`src/rtl/mc_control_fsm.sv`:
```
// Multicycle control FSM for the 16-bit RISC core: sequences fetch, decode and execute of every instruction.
// Latency: control word for state S is registered and visible for the whole cycle the FSM sits in S.
// Backpressure: none; the FSM advances every cycle and the datapath is assumed always ready.
//
// Ports:
//   clk, rst_n      core clock (rising edge), asynchronous active-low reset
//   IRout, compare  instruction register contents and ALU A==B flag from the datapath
//   Mux*, CZ_en, ALU_op, wIR, wAtmp   registered datapath control word
//   counter         LM/SM register index, halted   core stopped on an illegal opcode
//
// Optional feature: define ILLEGAL_TRAP_EN to trap undefined opcodes into a HALT
// state (exit by reset only); otherwise undefined opcodes behave as NOPs.
module mc_control_fsm #(
    parameter logic [4:0] RESET_STATE = 5'd0
) (
    input  logic        clk,
    input  logic        rst_n,
    input  logic [15:0] IRout,
    input  logic        compare,
    output logic [2:0]  Mux1_alu_B,
    output logic [2:0]  Mux2_alu_A,
    output logic [1:0]  Mux3_RF_wen,
    output logic [2:0]  Mux4_RF_wadd,
    output logic [1:0]  Mux5_RF_read2,
    output logic        Mux6_RF_dataIn,
    output logic [1:0]  Mux8_memwrite,
    output logic        Mux9_memDataIn,
    output logic        CZ_en,
    output logic        ALU_op,
    output logic        wIR,
    output logic        wAtmp,
    output logic [2:0]  counter,
    output logic        halted
);

    typedef enum logic [4:0] {
        FETCH_ADDR = 5'd0,
        FETCH_IR   = 5'd1,
        PC_WB      = 5'd2,
        DECODE     = 5'd3,
        ALU_RR     = 5'd4,
        RR_WB      = 5'd5,
        ALU_RI     = 5'd6,
        RI_WB      = 5'd7,
        LHI        = 5'd8,
        LHI_WB     = 5'd9,
        ADDR       = 5'd10,
        LW_WB      = 5'd11,
        SW_MEM     = 5'd12,
        LMSM_ADDR  = 5'd13,
        LMSM_XFER  = 5'd14,
        BEQ        = 5'd15,
        BR_CALC    = 5'd16,
        BR_WB      = 5'd17,
        JAL        = 5'd18,
        JLR        = 5'd19,
        JAL_LINK   = 5'd20,
        JLR_CALC   = 5'd21,
        HALT       = 5'd22
    } state_t;

    // Datapath control word, registered as one unit.
    typedef struct packed {
        logic [2:0] alu_b;
        logic [2:0] alu_a;
        logic [1:0] rf_wen;
        logic [2:0] rf_wadd;
        logic [1:0] rf_read2;
        logic       rf_din;
        logic [1:0] mem_wr;
        logic       mem_din;
        logic       cz_en;
        logic       alu_op;
        logic       w_ir;
        logic       w_atmp;
    } ctrl_t;

    localparam logic [3:0] OP_ADD = 4'b0000;
    localparam logic [3:0] OP_ADI = 4'b0001;
    localparam logic [3:0] OP_NDU = 4'b0010;
    localparam logic [3:0] OP_LHI = 4'b0011;
    localparam logic [3:0] OP_LW  = 4'b0100;
    localparam logic [3:0] OP_SW  = 4'b0101;
    localparam logic [3:0] OP_LM  = 4'b0110;
    localparam logic [3:0] OP_SM  = 4'b0111;
    localparam logic [3:0] OP_JAL = 4'b1000;
    localparam logic [3:0] OP_JLR = 4'b1001;
    localparam logic [3:0] OP_BEQ = 4'b1100;

    state_t     state_q, state_d;
    logic [2:0] counter_q, counter_d;
    ctrl_t      ctrl_q, ctrl_d;
    logic [3:0] opcode;

    assign opcode = IRout[15:12];

    // Operand fields are consumed by the datapath, not by the controller.
    logic unused_ir_fields;
    assign unused_ir_fields = ^IRout[11:0];

    // ------------------------------------------------------------------
    // Next-state and counter logic
    // ------------------------------------------------------------------
    always_comb begin
        state_d   = state_q;
        counter_d = counter_q;
        case (state_q)
            FETCH_ADDR: state_d = FETCH_IR;
            FETCH_IR:   state_d = PC_WB;
            PC_WB:      state_d = DECODE;
            DECODE: begin
                counter_d = 3'd0;
                case (opcode)
                    OP_ADD, OP_NDU: state_d = ALU_RR;
                    OP_ADI:         state_d = ALU_RI;
                    OP_LHI:         state_d = LHI;
                    OP_LW, OP_SW:   state_d = ADDR;
                    OP_LM, OP_SM:   state_d = LMSM_ADDR;
                    OP_BEQ:         state_d = BEQ;
                    OP_JAL:         state_d = JAL;
                    OP_JLR:         state_d = JLR;
`ifdef ILLEGAL_TRAP_EN
                    default:        state_d = HALT;
`else
                    default:        state_d = FETCH_ADDR;
`endif
                endcase
            end
            ALU_RR:    state_d = RR_WB;
            RR_WB:     state_d = FETCH_ADDR;
            ALU_RI:    state_d = RI_WB;
            RI_WB:     state_d = FETCH_ADDR;
            LHI:       state_d = LHI_WB;
            LHI_WB:    state_d = FETCH_ADDR;
            // opcode bit 0 separates SW from LW
            ADDR:      state_d = opcode[0] ? SW_MEM : LW_WB;
            LW_WB:     state_d = FETCH_ADDR;
            SW_MEM:    state_d = FETCH_ADDR;
            LMSM_ADDR: state_d = LMSM_XFER;
            LMSM_XFER: begin
                // All eight indices are walked; the datapath masks with IR[counter].
                if (counter_q == 3'd7) begin
                    counter_d = 3'd0;
                    state_d   = FETCH_ADDR;
                end else begin
                    counter_d = counter_q + 3'd1;
                    state_d   = LMSM_ADDR;
                end
            end
            BEQ:       state_d = compare ? BR_CALC : FETCH_ADDR;
            BR_CALC:   state_d = BR_WB;
            BR_WB:     state_d = FETCH_ADDR;
            JAL:       state_d = JAL_LINK;
            JLR:       state_d = JAL_LINK;
            // opcode bit 0 separates JLR (register target) from JAL (PC-relative)
            JAL_LINK:  state_d = opcode[0] ? JLR_CALC : BR_CALC;
            JLR_CALC:  state_d = BR_WB;
`ifdef ILLEGAL_TRAP_EN
            HALT:      state_d = HALT;
`endif
            default:   state_d = FETCH_ADDR;
        endcase
    end

    // ------------------------------------------------------------------
    // Control word for the state being entered; registered below so it
    // lines up with the cycle spent in that state.
    // ------------------------------------------------------------------
    always_comb begin
        ctrl_d = '0;
        case (state_d)
            FETCH_ADDR: begin
                ctrl_d.rf_read2 = 2'd2;
                ctrl_d.alu_b    = 3'd2;
                ctrl_d.alu_a    = 3'd0;
            end
            FETCH_IR: begin
                ctrl_d.w_ir     = 1'b1;
                ctrl_d.rf_read2 = 2'd2;
                ctrl_d.alu_b    = 3'd2;
                ctrl_d.alu_a    = 3'd1;
            end
            PC_WB: begin
                ctrl_d.rf_wen  = 2'd1;
                ctrl_d.rf_wadd = 3'd3;
                ctrl_d.rf_din  = 1'b1;
            end
            DECODE: ctrl_d.w_atmp = 1'b1;
            ALU_RR: begin
                ctrl_d.alu_a    = 3'd5;
                ctrl_d.alu_b    = 3'd2;
                ctrl_d.rf_read2 = 2'd0;
                ctrl_d.alu_op   = opcode[1];
                ctrl_d.cz_en    = 1'b1;
            end
            RR_WB: begin
                ctrl_d.rf_wen  = 2'd2;
                ctrl_d.rf_wadd = 3'd1;
                ctrl_d.rf_din  = 1'b1;
            end
            ALU_RI: begin
                ctrl_d.alu_a = 3'd5;
                ctrl_d.alu_b = 3'd3;
                ctrl_d.cz_en = 1'b1;
            end
            RI_WB: begin
                ctrl_d.rf_wen  = 2'd1;
                ctrl_d.rf_wadd = 3'd4;
                ctrl_d.rf_din  = 1'b1;
            end
            LHI: begin
                ctrl_d.alu_a = 3'd2;
                ctrl_d.alu_b = 3'd0;
            end
            LHI_WB: begin
                ctrl_d.rf_wen  = 2'd1;
                ctrl_d.rf_wadd = 3'd0;
                ctrl_d.rf_din  = 1'b1;
            end
            ADDR: begin
                ctrl_d.alu_a    = 3'd3;
                ctrl_d.alu_b    = 3'd2;
                ctrl_d.rf_read2 = 2'd0;
            end
            LW_WB: begin
                ctrl_d.rf_wen  = 2'd1;
                ctrl_d.rf_wadd = 3'd0;
                ctrl_d.rf_din  = 1'b0;
            end
            SW_MEM: begin
                ctrl_d.mem_wr  = 2'd1;
                ctrl_d.mem_din = 1'b0;
            end
            LMSM_ADDR: begin
                ctrl_d.alu_a = 3'd6;
                ctrl_d.alu_b = 3'd4;
            end
            LMSM_XFER: begin
                if (opcode[0]) begin
                    ctrl_d.mem_wr   = 2'd2;
                    ctrl_d.rf_read2 = 2'd1;
                    ctrl_d.mem_din  = 1'b1;
                end else begin
                    ctrl_d.rf_wen  = 2'd3;
                    ctrl_d.rf_wadd = 3'd2;
                    ctrl_d.rf_din  = 1'b0;
                end
            end
            BEQ: begin
                ctrl_d.alu_a    = 3'd5;
                ctrl_d.alu_b    = 3'd2;
                ctrl_d.rf_read2 = 2'd0;
            end
            BR_CALC: begin
                // JAL uses the 9-bit offset, BEQ the 6-bit one; both add to R7 (= PC+1).
                ctrl_d.alu_a    = (opcode == OP_JAL) ? 3'd4 : 3'd3;
                ctrl_d.rf_read2 = 2'd2;
                ctrl_d.alu_b    = 3'd2;
            end
            BR_WB: begin
                ctrl_d.rf_wen  = 2'd1;
                ctrl_d.rf_wadd = 3'd3;
                ctrl_d.rf_din  = 1'b1;
            end
            JAL, JLR: begin
                ctrl_d.rf_read2 = 2'd2;
                ctrl_d.alu_b    = 3'd2;
                ctrl_d.alu_a    = 3'd0;
            end
            JAL_LINK: begin
                ctrl_d.rf_wen  = 2'd1;
                ctrl_d.rf_wadd = 3'd0;
                ctrl_d.rf_din  = 1'b1;
            end
            JLR_CALC: begin
                ctrl_d.alu_a    = 3'd0;
                ctrl_d.rf_read2 = 2'd0;
                ctrl_d.alu_b    = 3'd2;
            end
            default: ctrl_d = '0;
        endcase
    end

    // ------------------------------------------------------------------
    // State, counter and control-word registers
    // ------------------------------------------------------------------
    always_ff @(posedge clk or negedge rst_n) begin
        if (!rst_n) begin
            state_q   <= state_t'(RESET_STATE);
            counter_q <= 3'd0;
            ctrl_q    <= '0;
        end else begin
            state_q   <= state_d;
            counter_q <= counter_d;
            ctrl_q    <= ctrl_d;
        end
    end

`ifdef ILLEGAL_TRAP_EN
    logic halted_q;
    always_ff @(posedge clk or negedge rst_n) begin
        if (!rst_n) begin
            halted_q <= 1'b0;
        end else begin
            halted_q <= (state_d == HALT);
        end
    end
    assign halted = halted_q;
`else
    assign halted = 1'b0;
`endif

    assign Mux1_alu_B     = ctrl_q.alu_b;
    assign Mux2_alu_A     = ctrl_q.alu_a;
    assign Mux3_RF_wen    = ctrl_q.rf_wen;
    assign Mux4_RF_wadd   = ctrl_q.rf_wadd;
    assign Mux5_RF_read2  = ctrl_q.rf_read2;
    assign Mux6_RF_dataIn = ctrl_q.rf_din;
    assign Mux8_memwrite  = ctrl_q.mem_wr;
    assign Mux9_memDataIn = ctrl_q.mem_din;
    assign CZ_en          = ctrl_q.cz_en;
    assign ALU_op         = ctrl_q.alu_op;
    assign wIR            = ctrl_q.w_ir;
    assign wAtmp          = ctrl_q.w_atmp;
    assign counter        = counter_q;

endmodule

```
`config.mk`:
```
export PLATFORM = sky130hd
export DESIGN_NAME = mc_control_fsm
export DESIGN_NICKNAME = d
export VERILOG_FILES = /design/src/rtl/mc_control_fsm.sv
export SDC_FILE = /design/constraint.sdc
export NUM_CORES = 1
export LEC_CHECK = 0
export ABC_AREA = 1
export CORE_MARGIN = 2
export CORE_UTILIZATION = 48
export DETAILED_ROUTE_END_ITERATION = 12
export PLACE_DENSITY = 0.9
export SLEW_MARGIN = 20
export SYNTH_ARGS = -nofsm -noshare
export SYNTH_HDL_FRONTEND = slang
export SYNTH_SLANG_ARGS = --single-unit
```
`constraint.sdc`:
```
create_clock -name clk -period 1.9 [get_ports clk]
set_input_delay 0.38 -clock clk [delete_from_list [all_inputs] [get_ports clk]]
set_output_delay 0.38 -clock clk [all_outputs]
set_load 0.02 [all_outputs]
```
# [Word level (Yosys, flattened, before mapping)]
# Memories as Yosys holds them, arrays and structs flattened.
# Index checks and enable logic that the tools add are counted.
[totals] memories=1 input_bits=19 mem_bits_rw=0 rom_bits=80 latch_bits=0 register_bits=29
[classes] reduce_logical=12 muxes=20 n_lt_le_gt_ge=0 eq_ne=38 bitwise=0 n_mul=0 shift=0 div=0 n_addsub=1
[mem_list] memory="(name not given)" words=16 word_bits=5 read_ports=1 rd_clocked_by_memory_dff=0 write_ports=0 line="113" text="case (opcode)"
[ops] op="$pmux 5 s14" count=1
[ops] op="$eq 5x4->1 const B" count=13
[ops] op="$eq 5x5->1 const B" count=11
[ops] op="$pmux 6 s8" count=1
[ops] op="$eq 5x3->1 const B" count=6
[ops] op="$pmux 5 s5" count=1
[ops] op="$eq 5x2->1 const B" count=4
[ops] op="$mux 3" count=5
[ops] op="$pmux 3 s2" count=2
[ops] op="$eq 5x1->1 const B" count=2
[ops] op="$logic_not 5->1" count=2
[ops] op="$mux 5" count=2
[ops] op="$reduce_or 2->1" count=5
[ops] op="$mux 1" count=6
[ops] op="$reduce_or 6->1" count=1
[ops] op="$reduce_or 5->1" count=1
[ops] op="$eq 4x4->1 const B" count=1
[ops] op="$mux 4" count=1
[ops] op="$pmux 2 s2" count=1
[ops] op="$reduce_or 4->1" count=1
[ops] op="$add 3x1->3 const B" count=1
[ops] op="$eq 3x3->1 const B" count=1
[ops] op="$reduce_or 3->1" count=1
[ops] op="$reduce_bool 2->1" count=1

# [Logic depth before layout (Yosys ltp)]
[depth] word_depth=6 ltp_mapped=13 ltp_nobuf=13

# [Least setup slack after synthesis]
# Ideal clock, no wire load.
[synth_path] path_kind="register to register" from="reg counter_q[0] (netlist: counter[0])" to="reg ctrl_q, in the netlist Mux1_alu_B[1]" setup_slack_ps=148 setup_ps=120 required_time_ps=1780 path_buffers=0 stages_incl_launch_ff=14 arrival_time_ps=1632 cell_sequence="dfrtp_1 -> ha_1 -> ha_1 -> inv_1 -> nand3_1 -> nand2_1 -> nor2_1 -> nand2_4 -> inv_2 -> nor2_4 -> nand3_1 -> nand2_1 -> nor2_2 -> nand2_1"
[synth_rtl] item="from (decl)" line="91" text="logic [2:0] counter_q, counter_d;"
[synth_rtl] item="from (signal assigned)" line="294" text="counter_q <= counter_d;"
[synth_rtl] item="to (signal assigned)" line="295" text="ctrl_q <= ctrl_d;"
[synth_rtl] item="to (decl)" line="92" text="ctrl_t ctrl_q, ctrl_d;"

==> out/qor.yml <==
seq_area_sq_um: 682
root_buffer: "clkbuf_4"
fin_skew_ps: 5.11
max-cap-violations: 0
yosysMostFrequentCell: "nand2_1"
required_ps: 2150
synth_cell_types: 25
leakage_nw: 1.17
worstSetupPathType: "flop to flop"
peakVddDrop_mv: 0.664
slowest_stage: "dfrtp_1"
drc: 0
num_vias: 1524
die_w_um: 61.5
finalMaxSlewViolations: 0
synth-edff-count: 0
hold_class: "input pin to asynchronous set/reset pin"
fin_ws_ps: 72.6
first_pass_iters: 4
io_pins: 44
initial_utilization_pct: 51.1
min_period_ps: 1830
cts_hold_buffers: 0
final_hold_viol_count: 0
postSynthAreaPerCell_sq_um: 7.59
cp_top_family: "simple AND/OR/NAND/NOR gates"
dp_cells: 295
dp_slack_ps: -241
tns_ps: 0
outcome: "finished clean"
core_sq_um: 3100
synthCells: 209
cts.reportedPaths.clkPinSlew_ps: 150
seq_area_frac_synth_pct: 42.6
grt_pass1_wl_mm: 5.62
yosys.area.top_type: "dfrtp_1"
whs_ps: 379
die_h_um: 61.5
multi_input_area_sq_um: 832
grt_pass1_vias: 1297
n_antenna_cell: 0
yosysTopAreaCellShare_pct: 42.6
crit_buf_inv: 2
final_util_pct: 69.8
synth_warnings: 0
ys_ff_latch: 27
clock-sinks: 27
gp_congestion: 0.928
cts_buffers: 3
async_flop_share_pct: 100
via_per_inst: 5.05
ys.flop_type: "dfrtp_1"
fin_cells: 302
finalPower_mw: 3.38
drtAntennaViolNets: 0
setup_violations: 0
tritoncts: "done"
worstPathArrival_ps: 2080
wirelength_mm: 3.70
placed_area_sq_um: 2040
start_kind: "flop"
grt-ovfl-total: 0
clk_latency_ps: 340
cp_max_fo: 4
synth_nets: 230
dieArea_sq_um: 3780
synth_area_sq_um: 1590
period_share_pct: 96.2
rsz0062_at_grt: "yes"
wire_per_inst_um: 12.2
crit_path_cell_trace: "ha_2, ha_2, inv_1, nand3_2, nand2_2, inv_2, nand2_2, nor2_4, nor2_4, nand2_2, nand3_2, nor2_4, nand2_1"
port_buffers: 30
p_per_area_nw_per_um2: 1560
synthTopCellsByArea: "dfrtp_1 (43%), nand2_1 (11%), nand3_1 (9.5%)"
drive_above_1_share_pct: 30.2
grt_usage_pct: 20.0
antenna_found_initial: 0
drt_iter0_markers: 57
crit_path_max_incr_delay_ps: 420
final.fill_count: 243
fin_area_sq_um: 2160
h-tree-depth: 1
place_hpwl_mm: 2.72
grt_max_degree: 28
end_kind: "flop"
cts_buffer_depth: 2
fmax_mhz: 547
nNetsFinal: 280
area_growth_pct: 36.4
rows: 20
synthTopCellsByCount: "nand2_1 (47), nand3_1 (30), nor2_1 (30), dfrtp_1 (27), inv_1 (19)"
==> logic make-up (layout without fill, tap and decap cells) <==
kind of cell,count (synthesis),after routing,share of synthesized area [%]
AND/OR/NAND/NOR,138,138,43.9
other,1,1,0.236
flip-flops,27,27,42.6
adder cells (fa/ha/maj),2,2,1.58
AO/OA/AOI/OAI,9,9,3.00
buffers and inverters,32,81,8.67
==> final timing paths <==
| path | from | end | slack, ps | cells after the start |
|---|---|---|---|---|
| max | counter[0] | Mux1_alu_B[1] | 70 | 13 |
| min | rst_n | Mux4_RF_wadd[1] | 380 | 2 |
| max reg2reg | counter[0] | Mux1_alu_B[1] | 70 | 13 |
| min reg2reg | counter[2] | counter[2] | 560 | 2 |
| max in group asynchronous | rst_n | state_q[0] | 1250 | 2 |
| min in group clk | IRout[13] | ALU_op | 460 | 4 |
==> cell usage in the layout (no fill, tap or decap), drive strengths merged <==
| master | n |
|---|---|
| or2 | 1 |
| clkbuf | 3 |
| nand4 | 3 |
| a31oi | 2 |
| nand2 | 52 |
| clkinvlp | 1 |
| inv | 26 |
| nand3b | 1 |
| ha | 2 |
| buf | 21 |
| or3 | 1 |
| nand3 | 33 |
| o21ai | 4 |
| conb | 1 |
| nor4 | 1 |
| a21oi | 3 |
| dfrtp | 27 |
| nor2 | 46 |
| clkdlybuf4s50 | 27 |
| dlymetal6s2s | 3 |
==> registers in the layout (all words and copies together), names as in the netlist <==
| signal | cells |
|---|---|
| counter | 3 |
| Mux3_RF_wen | 2 |
| CZ_en | 1 |
| state_q | 5 |
| wIR | 1 |
| Mux8_memwrite | 1 |
| Mux5_RF_read2 | 2 |
| Mux4_RF_wadd | 3 |
| Mux2_alu_A | 3 |
| ALU_op | 1 |
| Mux6_RF_dataIn | 1 |
| wAtmp | 1 |
| Mux1_alu_B | 3 |
==> layer usage <==
layer / vias up / routed length (um) / global-route usage (%)
li1: 756 / - / -
met1: 696 / 1550 / 26.1
met2: 59 / 1850 / 33.8
met3: 13 / 178 / 1.26
met4: 0 / 111 / 9.12
met5: - / 0 / 0
==> final cells by class <==
type	instances	area share, %
Clock inverter	1	0.347
Inverter	26	4.62
Tap cell	44	2.54
Timing Repair Buffer	51	21.5
Clock buffer	3	1.04
Multi-Input combinational cell	150	38.4
Sequential cell	27	31.5
==> repair_timing <==
| action | 4_1_cts | 5_1_grt |
|---|---|---|
| setup buffers | 0 | 3 |
| gates resized for setup | 0 | 29 |
| endpoints found under the hold margin | 0 | 0 |
| setup endpoints to repair | 0 | 8 |
==> report_power, final <==
group / total, mW / leakage [nW] / switching (mW) / internal, mW
logic: 2.18 / 0.800 / 1.30 / 0.880
registers: 0.933 / 0.353 / 0.164 / 0.768
clock network: 0.260 / 0.0139 / 0.179 / 0.0810
(Power assumes the default switching activity.)
